--- config.mk ---
export PLATFORM = sky130hd
export DESIGN_NAME = packet_rx
export DESIGN_NICKNAME = d
export VERILOG_FILES = /design/src/rtl/packet_rx.sv
export SDC_FILE = /design/constraint.sdc
export NUM_CORES = 1
export LEC_CHECK = 0
export CORE_MARGIN = 3
export CORE_UTILIZATION = 53
export DETAILED_ROUTE_END_ITERATION = 8
export PLACE_DENSITY_LB_ADDON = 0.2
export SETUP_SLACK_MARGIN = 0.5
export SLEW_MARGIN = 10
export SYNTH_ARGS = -nofsm -noshare
export SYNTH_HDL_FRONTEND = slang
export SYNTH_SLANG_ARGS = --single-unit
export TNS_END_PERCENT = 1
--- constraint.sdc ---
create_clock -name clk -period 2.6 [get_ports clk]
set_input_delay 0.52 -clock clk [delete_from_list [all_inputs] [get_ports clk]]
set_output_delay 0.52 -clock clk [all_outputs]
set_load 0.01 [all_outputs]
--- src/rtl/packet_rx.sv ---
// NoC receive endpoint: address filter, show-ahead FIFO,
// burst framing check and saturating drop counter.
module packet_rx #(
  parameter int                   WIDTH_TYPE    = 2,
  parameter int                   WIDTH_PAYLOAD = 8,
  parameter int                   WIDTH_PACKET  = 13,
  parameter int                   BURST_SIZE    = 1,
  parameter int                   FIFO_DEPTH    = 4,
  parameter logic [WIDTH_TYPE-1:0] LOCAL_ADDR   = 2'b01,
  parameter int                   CNT_WIDTH     = 8
) (
  input  logic                          clk,
  input  logic                          rst,
  input  logic [WIDTH_PACKET-1:0]       pkt_in,
  input  logic                          pkt_valid,
  output logic                          pkt_ready,
  output logic [WIDTH_TYPE-1:0]         dest_addr,
  output logic [WIDTH_TYPE-1:0]         pack_type,
  output logic [WIDTH_PAYLOAD-1:0]      payload,
  output logic                          eop,
  output logic                          out_valid,
  input  logic                          out_ready,
  output logic [CNT_WIDTH-1:0]          drop_count,
  output logic                          burst_err,
  output logic [$clog2(FIFO_DEPTH):0]   fifo_level
);

  localparam int AW = $clog2(FIFO_DEPTH);
  localparam int LW = AW + 1;
  localparam int BW = $clog2(BURST_SIZE + 1);

  typedef enum logic {
    S_IDLE,
    S_BURST
  } state_t;

  logic [WIDTH_PACKET-1:0] mem [FIFO_DEPTH];
  logic [AW-1:0]           wr_ptr;
  logic [AW-1:0]           rd_ptr;
  logic [LW-1:0]           level;
  logic                    full;
  logic                    empty;
  logic                    take;
  logic                    is_local;
  logic                    push;
  logic                    drop;
  logic                    pop;
  logic [WIDTH_PACKET-1:0] head;

  state_t                  state;
  state_t                  state_n;
  logic [BW-1:0]           cnt;
  logic [BW-1:0]           cnt_n;
  logic [BW-1:0]           beat_num;
  logic                    err_n;

  assign full      = (level == LW'(FIFO_DEPTH));
  assign empty     = (level == '0);
  assign pkt_ready = !full && !rst;
  assign take      = pkt_valid && pkt_ready;
  assign is_local  =
    (pkt_in[WIDTH_PACKET-1 -: WIDTH_TYPE] == LOCAL_ADDR);
  assign push      = take && is_local;
  assign drop      = take && !is_local;
  assign pop       = !empty && out_ready;

  assign out_valid  = !empty;
  assign fifo_level = level;
  assign head       = empty ? '0 : mem[rd_ptr];
  assign eop        = head[0];
  assign payload    = head[WIDTH_PAYLOAD:1];
  assign pack_type  = head[WIDTH_PAYLOAD+WIDTH_TYPE:WIDTH_PAYLOAD+1];
  assign dest_addr  = head[WIDTH_PACKET-1 -: WIDTH_TYPE];

  // Storage array; contents are don't-care until level says otherwise.
  always_ff @(posedge clk) begin
    if (push) mem[wr_ptr] <= pkt_in;
  end

  // Pointers, occupancy and the saturating drop counter.
  always_ff @(posedge clk) begin
    if (rst) begin
      wr_ptr     <= '0;
      rd_ptr     <= '0;
      level      <= '0;
      drop_count <= '0;
    end else begin
      if (push) wr_ptr <= wr_ptr + AW'(1);
      if (pop)  rd_ptr <= rd_ptr + AW'(1);
      unique case ({push, pop})
        2'b10:   level <= level + LW'(1);
        2'b01:   level <= level - LW'(1);
        default: level <= level;
      endcase
      if (drop && (drop_count != '1))
        drop_count <= drop_count + CNT_WIDTH'(1);
    end
  end

  // Burst framing state register.
  always_ff @(posedge clk) begin
    if (rst) begin
      state     <= S_IDLE;
      cnt       <= '0;
      burst_err <= 1'b0;
    end else begin
      state     <= state_n;
      cnt       <= cnt_n;
      burst_err <= err_n;
    end
  end

  // Burst next-state: only accepted local beats advance the framing.
  always_comb begin
    state_n  = state;
    cnt_n    = cnt;
    err_n    = 1'b0;
    beat_num = (state == S_IDLE) ? BW'(1) : cnt + BW'(1);
    if (push) begin
      if (pkt_in[0]) begin
        state_n = S_IDLE;
        cnt_n   = '0;
      end else if (beat_num == BW'(BURST_SIZE)) begin
        err_n   = 1'b1;
        state_n = S_IDLE;
        cnt_n   = '0;
      end else begin
        state_n = S_BURST;
        cnt_n   = beat_num;
      end
    end
  end

endmodule

# == Word-level counts from Yosys, hierarchy flattened ==
# Memories as Yosys holds them, arrays and structs flattened. A register that Yosys moved wholly into a read port is not among the register bits.
# Index checks and enable logic that the tools add are counted.
# op_classes
addsub,5
reduce_logical,13
n_eq_ne,5
n_bitwise,1
muxes,6
# ops
op,count
two-way mux 13 bit,1
adder 8 x 1 -> 8 bit (second input constant),1
!= test 8 bit (second input constant),1
logical AND 1 bit,6
case mux 3 bit (2 select lines),1
adder 2 x 1 -> 2 bit (second input constant),2
== test 2 x 1 -> 1 bit (second input constant),2
zero test 1 bit,4
two-way mux 2 bit,2
adder 3 x 1 -> 3 bit (second input constant),1
== test 3 bit (second input constant),1
zero test 3 bit,1
OR reduction 3 bit,1
subtractor 3 x 1 -> 3 bit (second input constant),1
== test 2 bit (second input constant),1
two-way mux 1 bit,2
nonzero test 2 bit,1
NOT 1 bit,1
# totals
ram_bits,52
memories,1
elab_cells,36
input_bits,17
output_inout_bits,27
register_bits,16
# memory_table
name,words,word_bits,rd,rd_ports_with_merged_regs,write_ports,line_no,rtl
mem,4,13,1,1,1,37,logic [WIDTH_PACKET-1:0] mem [FIFO_DEPTH];

# == Depth between registers and ports, before layout ==
# depth
word_depth,7
mapped_depth,10
ltp_nobuf,9

# == Worst setup path after synthesis ==
# OpenSTA, ideal clock, no wires.
# synth_timing
kind,flip-flop to flip-flop
startpoint,"reg level[2], in the netlist fifo_level[2]"
endpoint,"reg level[2], in the netlist fifo_level[2]"
slack_ns,0.235
n_path_buf,1
arrival_ns,2.295
setup_time_ns,0.070
required_time_ns,2.530
period_less_slack_ns,2.365
stages_incl_launch_ff,11
path_cell_list,dfxtp_1 nor3b_1 and4bb_2 clkbuf_1 inv_1 ha_1 inv_1 fa_1 xor2_1 or3_1 a21oi_1
# synth_via
elab_chain_len,7
elab_cells_between_ends,14
cone_classes,2 x add/sub; 3 x eq/ne; 1 x mux; 8 x reduce/logical
# synth_rtl
item,line_no,rtl
from (decl),40,logic [LW-1:0] level;
from (signal assigned),91,2'b10: level <= level + LW'(1);
from (signal assigned),92,2'b01: level <= level - LW'(1);
from (signal assigned),93,default: level <= level;
== test 3 bit,57,assign full = (level == LW'(FIFO_DEPTH));
zero test 1 bit,59,assign pkt_ready = !full && !rst;
logical AND 1 bit,59,
logical AND 1 bit,60,assign take = pkt_valid && pkt_ready;
logical AND 1 bit,63,assign push = take && is_local;
== test 2 x 1 -> 1 bit / == test 2 bit (equally long branches),90,"unique case ({push, pop})"
case mux 3 bit (2 select lines) / nonzero test 2 bit (equally long branches),--,
# Several ways; a longest one is shown, not always the timed one.
# A chain may end at the register's enable or synchronous reset.

==> metrics.md <==
| Metric | Value |
|---|---|
| Status | finished clean |
| Max Clock Skew | 0.00425 ns |
| Gr usage total | 19.8% |
| Clock Path Buffers | 2 |
| Clock slew at reported path FFs | 0.07 ns |
| RR Endpoint | fifo_level[2] |
| RSZ-0062 raised after global routing | yes |
| Synth Cell Area | 2840 um^2 |
| First-pass GRT wire length | 9.18 mm |
| Final Hold Fails | 0 |
| CP Max Fanout | 6 |
| Top post-synthesis cells by area | edfxtp_1 (55%), dfxtp_1 (13%), mux4_2 (10%), and2_1 (4.4%), ha_1 (2.6%) |
| Cells on Worst Hold Path | 1 |
| Leak pwr | 1.32 nW |
| Total congestion overflow | 0 |
| Final Wtd Congestion | 0.764 |
| Max-slew violation count | 0 |
| Avg WL per Cell | 17.3 um |
| Core Util, Final | 72.4% |
| Row cnt | 26 |
| Post-synth EDFFs | 52 |
| Pwr Density | 625 nW/um^2 |
| IO Port Bufs | 43 |
| Post-synth ARST share | 0% |
| Critical path class | flop to output port |
| Hold Crit Start | drop_count[4] |
| Die H | 79.3 um |
| Peak VDD IR | 0.000328 V |
| Startpoint Class | flop |
| Tmin final | 2.23 ns |
| FF-to-FF Start | fifo_level[1] |
| Initial antenna violation count | 0 |
| Detailed Route Iter0 Violations | 144 |
| R2R setup slack | 0.42 ns |
| Vias in the first global route | 1,852 |
| Unique masters post-synth | 31 |
| Peak Freq | 449 MHz |
| Clk_lat worst skew | 0.32 ns |
| Worst hold-check path type | flop to flop |
| CTS Sinks | 70 |
| Antenna Nets Post-Route | 0 |
| Via count | 1,763 |
| Slew headroom | 63.0% |
| Power, Total | 0.00233 W |
| Hold buffer count at cts | 0 |
| Sequential area share after synthesis | 67.6% |
| Post-DP HPWL | 3.84 mm |
| Root Buffer | clkbuf_8 |
| Most common cell in the netlist | edfxtp_1 |
| Starting Density | 55.3% |
| DRT Wirelength | 5.60 mm |
| WP data required | 2.08 ns |
| Worst R2R Path Depth | 9 |
| Synth area leader | edfxtp_1 |
| Synth top area share | 54.9% |
| TNS Setup | 0 ns |
| Largest net degree at the start of global routing | 17 |
| Synth top cells by count | edfxtp_1 (52), and2_1 (20), dfxtp_1 (18) |
| Final setup violation count | 0 |
| Full die area | 6280 um^2 |
| Critical path capture point type | output port |
| H-tree depth | 3 |
| Share of cells above drive strength 1 | 29.2% |
| Worst-Margin Slew | 0.553 ns |
| CTS tree | built |
| Final period utilization | 85.6% |
| Post-DR vias/cell | 5.46 |
| Area Growth Syn to Fin | 30.8% |
| Post-synth net total | 203 |
| Max-cap violations | 0 |
| I/O pin count | 44 |
| Synth warnings | 0 |
| Sink of the worst hold path | drop_count[4] |
| Final net count | 272 |
| Worst Path Arrival | 1.71 ns |
| DRC viols | 0 |
| Post-synthesis average cell area | 15.9 um^2 |
| Post-synthesis register bit count | 70 |
| DRT Pass-1 Iters | 4 |
| Antenna diodes | 0 |
| Core Box Area | 5140 um^2 |
| Die X | 79.3 um |
| Top_reg_cell synth | edfxtp_1 |
| Cells after Synth | 179 |
| CTS buffer count | 9 |
-- cells in the final DEF (no fill, tap or decap), types with 2 or more instances in the layout --
cell type	instances
xor2_1	3
and2_1	20
dfxtp_1	14
buf_4	20
dfxtp_4	3
mux2i_1	2
o21a_1	3
clkbuf_8	10
o41ai_1	3
xnor2_1	2
inv_1	8
nand2_1	2
edfxtp_1	52
dlymetal6s2s_1	3
o21ai_0	2
nor2_1	11
clkdlybuf4s50_1	26
or3_1	2
a21oi_1	3
clkinv_2	3
mux4_2	13
o311ai_0	3
nand3_1	4
ha_1	5
clkbuf_2	11
-- worst max-delay path by stage --
stage / endpoint / slack [ns] / cells past startpoint
2_1_floorplan: fifo_level[2] / 0.45 / 10
3_3_place_gp: fifo_level[2] / 0.02 / 10
3_5_place_dp: fifo_level[2] / -0.09 / 10
4_1_cts: payload[3] / 0.25 / 4
5_1_grt: fifo_level[2] / 0.30 / 9
6_report: payload[5] / 0.37 / 4
-- sequential cells by signal (all words and copies together), names as in the netlist, named ones only --
name        count
burst_err       1
drop_count      8
wr_ptr          2
fifo_level      3
rd_ptr          2
mem            52
-- logic make-up (layout without fill, tap and decap cells) --
family	Yosys count	in the layout	synth area share, %
AOI/OAI and AO/OA	16	16	3.96
xor gates and xnor gates	5	5	1.54
adders and majority gates	7	7	3.34
buffers and inverters	16	90	2.20
DFF	70	70	67.6
muxes	15	15	11.0
and+or+nand+nor	50	50	10.4
-- what timing repair did --
action,4_1_cts,5_1_grt
pin swaps,0,4
cloned,1,0
resized for setup,21,33
buffers inserted,0,3
endpoints found under the setup margin,23,61
-- metal layers --
layer	share of wire [%]	up-vias	routed length (um)	track usage, %
met3	4.7	7	262	3.74
li1	-	820	-	-
met4	1.3	0	74	9.28
met5	0	-	0	0
met2	54	58	3010	33.7
met1	40	878	2250	24.3
-- worst max-delay path, cell delays in order, from the launching register on --
cell             delay (ns)
dfxtp_4                0.38
buf_16                 0.14
mux4_2                 0.48
and2_1                 0.16
clkdlybuf4s15_1        0.22
-- power breakdown --
group	switching (W)	internal [W]
clock	0.000357	0.000461
combinational	0.000124	0.000154
sequential	0.0000162	0.00121
-- cell type report --
type / count / area, um^2
flip-flops and latches: 70 / 1930
well taps: 70 / 87.6
clock buffers: 11 / 141
inverters: 9 / 36.3
repair buffers: 65 / 574
multi-input cells: 93 / 897
clock inverters: 5 / 48.8
fillers: 357 / 1420
-- metrics by stage --
stage | setup slack (ns) | instances | hold WS, ns | area, um^2
floorplan | 0.447 | 179 | 0.485 | 2880
global route | 0.303 | 323 | 0.549 | 3720
detailed placement | -0.0857 | 303 | 0.502 | 3500
CTS | 0.248 | 320 | 0.510 | 3710
finish | 0.373 | 323 | 0.508 | 3720
global placement | 0.0244 | 303 | 0.474 | 3500
No activity file was read; power rests on OpenSTA's default activity.
